--- src/rtl/elevator_pkg.sv ---
// Shared types and constants for the elevator scheduler and its timer.
package elevator_pkg;

    localparam int FLOOR_W = 3;
    localparam int TIMER_W = 16;

    typedef enum logic [1:0] {
        ST_IDLE = 2'b00,
        ST_UP   = 2'b01,
        ST_DOWN = 2'b10,
        ST_DOOR = 2'b11
    } state_t;

    typedef enum logic {
        DIR_UP   = 1'b0,
        DIR_DOWN = 1'b1
    } dir_t;

endpackage

--- src/rtl/elevator_timer.sv ---
// Tick-gated up-counter shared by the move and door phases. done pulses in
// the tick cycle that reaches the limit; the count wraps to zero that cycle.
module elevator_timer
    import elevator_pkg::*;
(
    input  logic               clk,
    input  logic               rst,
    input  logic               tick,
    input  logic               clear,
    input  logic [TIMER_W-1:0] limit,
    output logic               done
);

    logic [TIMER_W-1:0] count;

    // clear wins over a terminal count so a restarted phase never ends early
    assign done = tick && !clear && (count == limit - TIMER_W'(1));

    // counter register: advances only on tick, restarts on clear or done
    always_ff @(posedge clk) begin
        if (rst || clear || done) begin
            count <= '0;
        end else if (tick) begin
            count <= count + TIMER_W'(1);
        end
    end

endmodule

--- src/rtl/elevator_scheduler.sv ---
// LOOK-style elevator scheduler: latches floor calls, picks a direction,
// steps between floors on the shared timer and holds the door open.
//   state   | meaning
//   IDLE    | stopped, door closed, evaluates pending calls
//   UP      | travelling toward the nearest pending floor above
//   DOWN    | travelling toward the nearest pending floor below
//   DOOR    | stopped at current_floor with the door open
module elevator_scheduler
    import elevator_pkg::*;
#(
    parameter int NUM_FLOORS  = 8,
    parameter int MOVE_CYCLES = 16,
    parameter int DOOR_CYCLES = 32
) (
    input  logic                  clk,
    input  logic                  rst,
    input  logic                  tick,
    input  logic [NUM_FLOORS-1:0] call_req,
    output logic [1:0]            sim_state,
    output logic [7:0]            destination,
    output logic [2:0]            current_floor,
    output logic [NUM_FLOORS-1:0] pending,
    output logic                  busy
);

    state_t               state, state_n;
    dir_t                 dir, dir_n;
    logic [FLOOR_W-1:0]   floor_n, step, up_tgt, dn_tgt;
    logic [NUM_FLOORS-1:0] call_mask, clr_mask, cur_bit, step_bit;
    logic                 up_any, dn_any, ahead_any;
    logic                 timer_clear, t_done;
    logic [TIMER_W-1:0]   limit;

    assign sim_state = state;
    assign busy      = (state != ST_IDLE);
    assign cur_bit   = NUM_FLOORS'(1) << current_floor;
    assign step      = (state == ST_UP) ? current_floor + FLOOR_W'(1)
                                        : current_floor - FLOOR_W'(1);
    assign step_bit  = NUM_FLOORS'(1) << step;
    assign ahead_any = (state == ST_UP) ? up_any : dn_any;
    assign limit     = (state == ST_DOOR) ? TIMER_W'(DOOR_CYCLES) : TIMER_W'(MOVE_CYCLES);

    elevator_timer u_timer (
        .clk   (clk),
        .rst   (rst),
        .tick  (tick),
        .clear (timer_clear),
        .limit (limit),
        .done  (t_done)
    );

    // nearest pending floor strictly above and strictly below current_floor
    always_comb begin
        up_any = 1'b0;
        dn_any = 1'b0;
        up_tgt = current_floor;
        dn_tgt = current_floor;
        for (int i = NUM_FLOORS - 1; i >= 0; i--) begin
            if (pending[i] && (i > int'(current_floor))) begin
                up_any = 1'b1;
                up_tgt = FLOOR_W'(i);
            end
        end
        for (int i = 0; i < NUM_FLOORS; i++) begin
            if (pending[i] && (i < int'(current_floor))) begin
                dn_any = 1'b1;
                dn_tgt = FLOOR_W'(i);
            end
        end
    end

    // target shown on the display: next stop while moving, else where we are
    always_comb begin
        case (state)
            ST_UP:   destination = {5'b0, up_tgt};
            ST_DOWN: destination = {5'b0, dn_tgt};
            default: destination = {5'b0, current_floor};
        endcase
    end

    // next-state, direction, floor and call-latch masks
    always_comb begin
        state_n     = state;
        dir_n       = dir;
        floor_n     = current_floor;
        timer_clear = 1'b0;
        call_mask   = call_req;
        clr_mask    = '0;
        case (state)
            ST_IDLE: begin
                timer_clear = 1'b1;
                if ((call_req & cur_bit) != '0) begin
                    call_mask = call_req & ~cur_bit;
                    state_n   = ST_DOOR;
                end else if ((pending & cur_bit) != '0) begin
                    clr_mask = cur_bit;
                    state_n  = ST_DOOR;
                end else if (pending != '0) begin
                    if ((dir == DIR_UP && up_any) || (dir == DIR_DOWN && !dn_any)) begin
                        state_n = ST_UP;
                        dir_n   = DIR_UP;
                    end else begin
                        state_n = ST_DOWN;
                        dir_n   = DIR_DOWN;
                    end
                end
            end
            ST_UP, ST_DOWN: begin
                // never step without a pending floor ahead, which keeps the
                // car inside the served range
                if (!ahead_any) begin
                    timer_clear = 1'b1;
                    state_n     = ST_IDLE;
                end else if (t_done) begin
                    floor_n = step;
                    if ((pending & step_bit) != '0) begin
                        clr_mask  = step_bit;
                        call_mask = call_req & ~step_bit;
                        state_n   = ST_DOOR;
                    end
                end
            end
            ST_DOOR: begin
                if ((call_req & cur_bit) != '0) begin
                    call_mask   = call_req & ~cur_bit;
                    timer_clear = 1'b1;
                end else if (t_done) begin
                    state_n = ST_IDLE;
                end
            end
            default: state_n = ST_IDLE;
        endcase
    end

    // state, direction, floor and pending-call registers
    always_ff @(posedge clk) begin
        if (rst) begin
            state         <= ST_IDLE;
            dir           <= DIR_UP;
            current_floor <= '0;
            pending       <= '0;
        end else begin
            state         <= state_n;
            dir           <= dir_n;
            current_floor <= floor_n;
            pending       <= (pending | call_mask) & ~clr_mask;
        end
    end

endmodule

--- config.mk ---
export PLATFORM = sky130hd
export DESIGN_NAME = elevator_scheduler
export DESIGN_NICKNAME = d
export VERILOG_FILES = /design/src/rtl/elevator_pkg.sv /design/src/rtl/elevator_timer.sv /design/src/rtl/elevator_scheduler.sv
export SDC_FILE = /design/constraint.sdc
export NUM_CORES = 1
export LEC_CHECK = 0
export CORE_AREA = 10 10 86 88
export CTS_CLUSTER_SIZE = 20
export DETAILED_ROUTE_END_ITERATION = 6
export DIE_AREA = 0 0 96 98
export PLACE_DENSITY = 0.73
export SYNTH_ARGS = -nofsm -noshare
export SYNTH_HDL_FRONTEND = slang
export SYNTH_SLANG_ARGS = --single-unit
--- constraint.sdc ---
create_clock -name clk -period 3.05 [get_ports clk]
set_clock_uncertainty 0.15 [all_clocks]
set_input_delay 0.305 -clock clk [delete_from_list [all_inputs] [get_ports clk]]
set_output_delay 0.305 -clock clk [all_outputs]
set_load 0.05 [all_outputs]
==> impl_metrics.csv <==
group,metric,value,unit
final_layout,final_cell_mix,"dfxtp_1, nand2_1, clkdlybuf4s50_1",
clock_tree,cts_tree,"done",
timing,timing.setup.tns,0,ns
timing,hold_ws,0.347,ns
yosys,synth_area,0.00253,sq mm
yosys,netlist_instances,296,
route,wl_per_cell,17.2,um
clock_tree,clock_path_buffers,2,
clock_tree,htree_levels,2,
timing,worst_pin_slew,0.571,ns
floorplan,ios,33,
global_routing,grt_pass1_wl,11400,um
route,dr_total_vias,2390,
final_layout,postLayoutCellArea,0.00303,sq mm
route,totalWireLength,7070,um
yosys,synth_edf_count,0,
timing,timing.final.crit_period,2.88,ns
route,drtPass1Iterations,7,
final_layout,seq_area,608,sq um
clock_tree,cts-root-buf,"clkbuf_8",
pwr,p_int,976,uW
clock_tree,cts-buffers-inserted,5,
job,max_cap_viol_count,0,
route,drt_iter0_markers,210,
final_layout,drive_gt1_share,20.8,%
timing,min_period_over_period,94.3,%
timing,timing.fmax,0.348,GHz
setup_path,crit_path_end_kind,"primary output",
global_routing,grt_pass1_vias,2333,
global_routing,grt_max_degree,27,
pwr,pwr-share-seq,25.0,%
global_routing,grtUsageTotal,14.9,%
floorplan,die-area,0.00941,sq mm
pwr,p_sw,925,uW
floorplan,die_w,96,um
clock_tree,hold_buffers,0,
yosys,ys_seq_area_share,23.7,%
pwr,swShare,48.7,%
clock_tree,clock-sinks,30,
final_layout,area_delta_synth_final,19.5,%
clock_tree,clk_latency,0.30,ns
final_layout,post-route-util,52.7,%
route,drcViolationCount,0,
yosys,yosysTopAreaCellShare,23.7,%
setup_path,crit_required,2.59,ns
placed_design,post-place-ws,0.0944,ns
placed_design,dp_hpwl,5270,um
timing,rsz0062_at_grt,"false",
yosys,yosys_warnings,0,
run_status,status,"complete, no violations",
pwr,pwr-share-comb,56.9,%
timing,hold_viol_final,0,
yosys,yosys.area.top_type,"dfxtp_1",
global_routing,grt.overflow.total,0,
timing,setup_violations,0,
yosys,ys.flop_type,"dfxtp_1",
global_routing,antenna_found_initial,0,
setup_path,cp_max_fo,7,
final_layout,fin_nets,359,
timing,fin_ws,0.173,ns
route,ant_nets,0,
hold_path,hold_path_class,"reg2reg",
final_layout,fillCellCount,573,
pwr,vdd_drop_max,0.278,mV
clock_tree,clk_pin_slew,0.07,ns
floorplan,core-area,0.00575,sq mm
pwr,p_per_area,628,mW/mm^2
route,viasPerCell,5.82,
timing,maxSlewViolCount,0,
final_layout,final_common_cell,"dfxtp_1",
timing,slew_headroom,61.9,%
floorplan,die_h,98,um
placed_design,io_buffers,27,
yosys,async_reset_ff_share,0,%
setup_path,crit_type,"reg2out",
pwr,p_leak,0.00113,uW
placed_design,place_area,0.00291,sq mm
yosys,ys_top_cells_by_area,"dfxtp_1, ha_1, xor2_1",
setup_path,cp-start-kind,"flip-flop",
placed_design,gp_congestion,0.934,
pwr,p_clk_share,18.1,%
final_layout,multiInputGateArea,0.00175,sq mm
final_layout,diodes,0,
yosys,ys_seq_elements,30,
setup_path,crit_arrival,2.42,ns
yosys,synth.avg_cell_area,8.55,sq um
floorplan,num_rows,28,
floorplan,initial_core_util,44.1,%
yosys,synth_cell_types,69,
worst paths after layout:
| check | start | to | slack (ns) | cells past startpoint |
|---|---|---|---|---|
| worst max-delay path | current_floor[0] | destination[1] | 0.17 | 9 |
| worst max register to register | current_floor[0] | sim_state[0] | 0.19 | 11 |
| worst min register to register | u_timer.count[14] | u_timer.count[14] | 0.35 | 2 |
| worst min-delay path | u_timer.count[14] | u_timer.count[14] | 0.35 | 2 |
kinds of logic (layout without fill, tap and decap cells):
logic type / Yosys count / in the layout / share of synthesized area (%)
xor+xnor: 18 / 18 / 6.23
compound gates: 84 / 84 / 24.7
mux: 9 / 9 / 4.55
fa+ha+maj: 13 / 13 / 6.43
buf+inv: 32 / 68 / 8.45
simple gates: 109 / 109 / 25.8
flops: 30 / 30 / 23.7
other cells: 1 / 5 / 0.148
power by group through the flow:
stage	combinational (uW)	clock, uW	sequential [uW]
final	1080	344	475
after global routing	1160	359	480
after CTS	1060	342	474
after detailed placement	1050	0	482
after global placement	1050	0	480
after floorplan	708	0	546
routing by layer:
| metal | up-vias | track usage (%) | share of wire [%] |
|---|---|---|---|
| met5 | - | 0 | 0 |
| met1 | 1118 | 17.9 | 42 |
| met4 | 0 | 5.68 | 2.9 |
| met3 | 26 | 4.36 | 7.0 |
| li1 | 1155 | - | - |
| met2 | 91 | 24.1 | 48 |
per-stage QoR:
step                cells  power [uW]
floorplan             300        1250
global route          411        2000
finish                411        1900
global placement      402        1530
detailed placement    402        1530
CTS                   410        1870
flip-flops by register name, indices dropped and copies added, names as in the netlist:
name	flops
u_timer.count	16
pending	8
current_floor	3
sim_state	2
dir	1
cells in the mapped netlist (all sizes together), types with 3 or more instances:
| library cell | n |
|---|---|
| mux2i | 7 |
| nor4 | 4 |
| a31oi | 12 |
| o21ai | 11 |
| a21oi | 22 |
| xnor2 | 5 |
| nand2b | 7 |
| and3 | 3 |
| nor2b | 3 |
| a22oi | 4 |
| xor2 | 13 |
| a311o | 4 |
| inv | 12 |
| nor3 | 6 |
| dfxtp | 30 |
| buf | 15 |
| a21o | 4 |
| ha | 13 |
| nor2 | 29 |
| nand2 | 24 |
| nand4 | 6 |
| a211o | 5 |
| clkbuf | 5 |
| nand3 | 12 |
| a222oi | 3 |
worst max-delay path, stage by stage, from the launching register on:
cell	delay, ns
dfxtp_4	0.37
inv_2	0.08
ha_1	0.33
and2b_2	0.27
a221o_1	0.35
o22ai_1	0.14
nand2_1	0.07
a32oi_1	0.19
a21oi_1	0.10
buf_4	0.22
cell type report:
class | count | share of cell area, %
Clock buffer | 7 | 2.85
Clock inverter | 1 | 0.165
Inverter | 12 | 1.49
Multi-Input combinational cell | 238 | 57.9
Sequential cell | 30 | 20.1
Tap cell | 75 | 3.10
Timing Repair Buffer | 48 | 14.4
repair_timing:
item / 4_1_cts / 5_1_grt
resized for setup: 0 / 6
setup endpoints to repair: 0 / 8
setup buffers: 0 / 1
(Power assumes the default switching activity.)
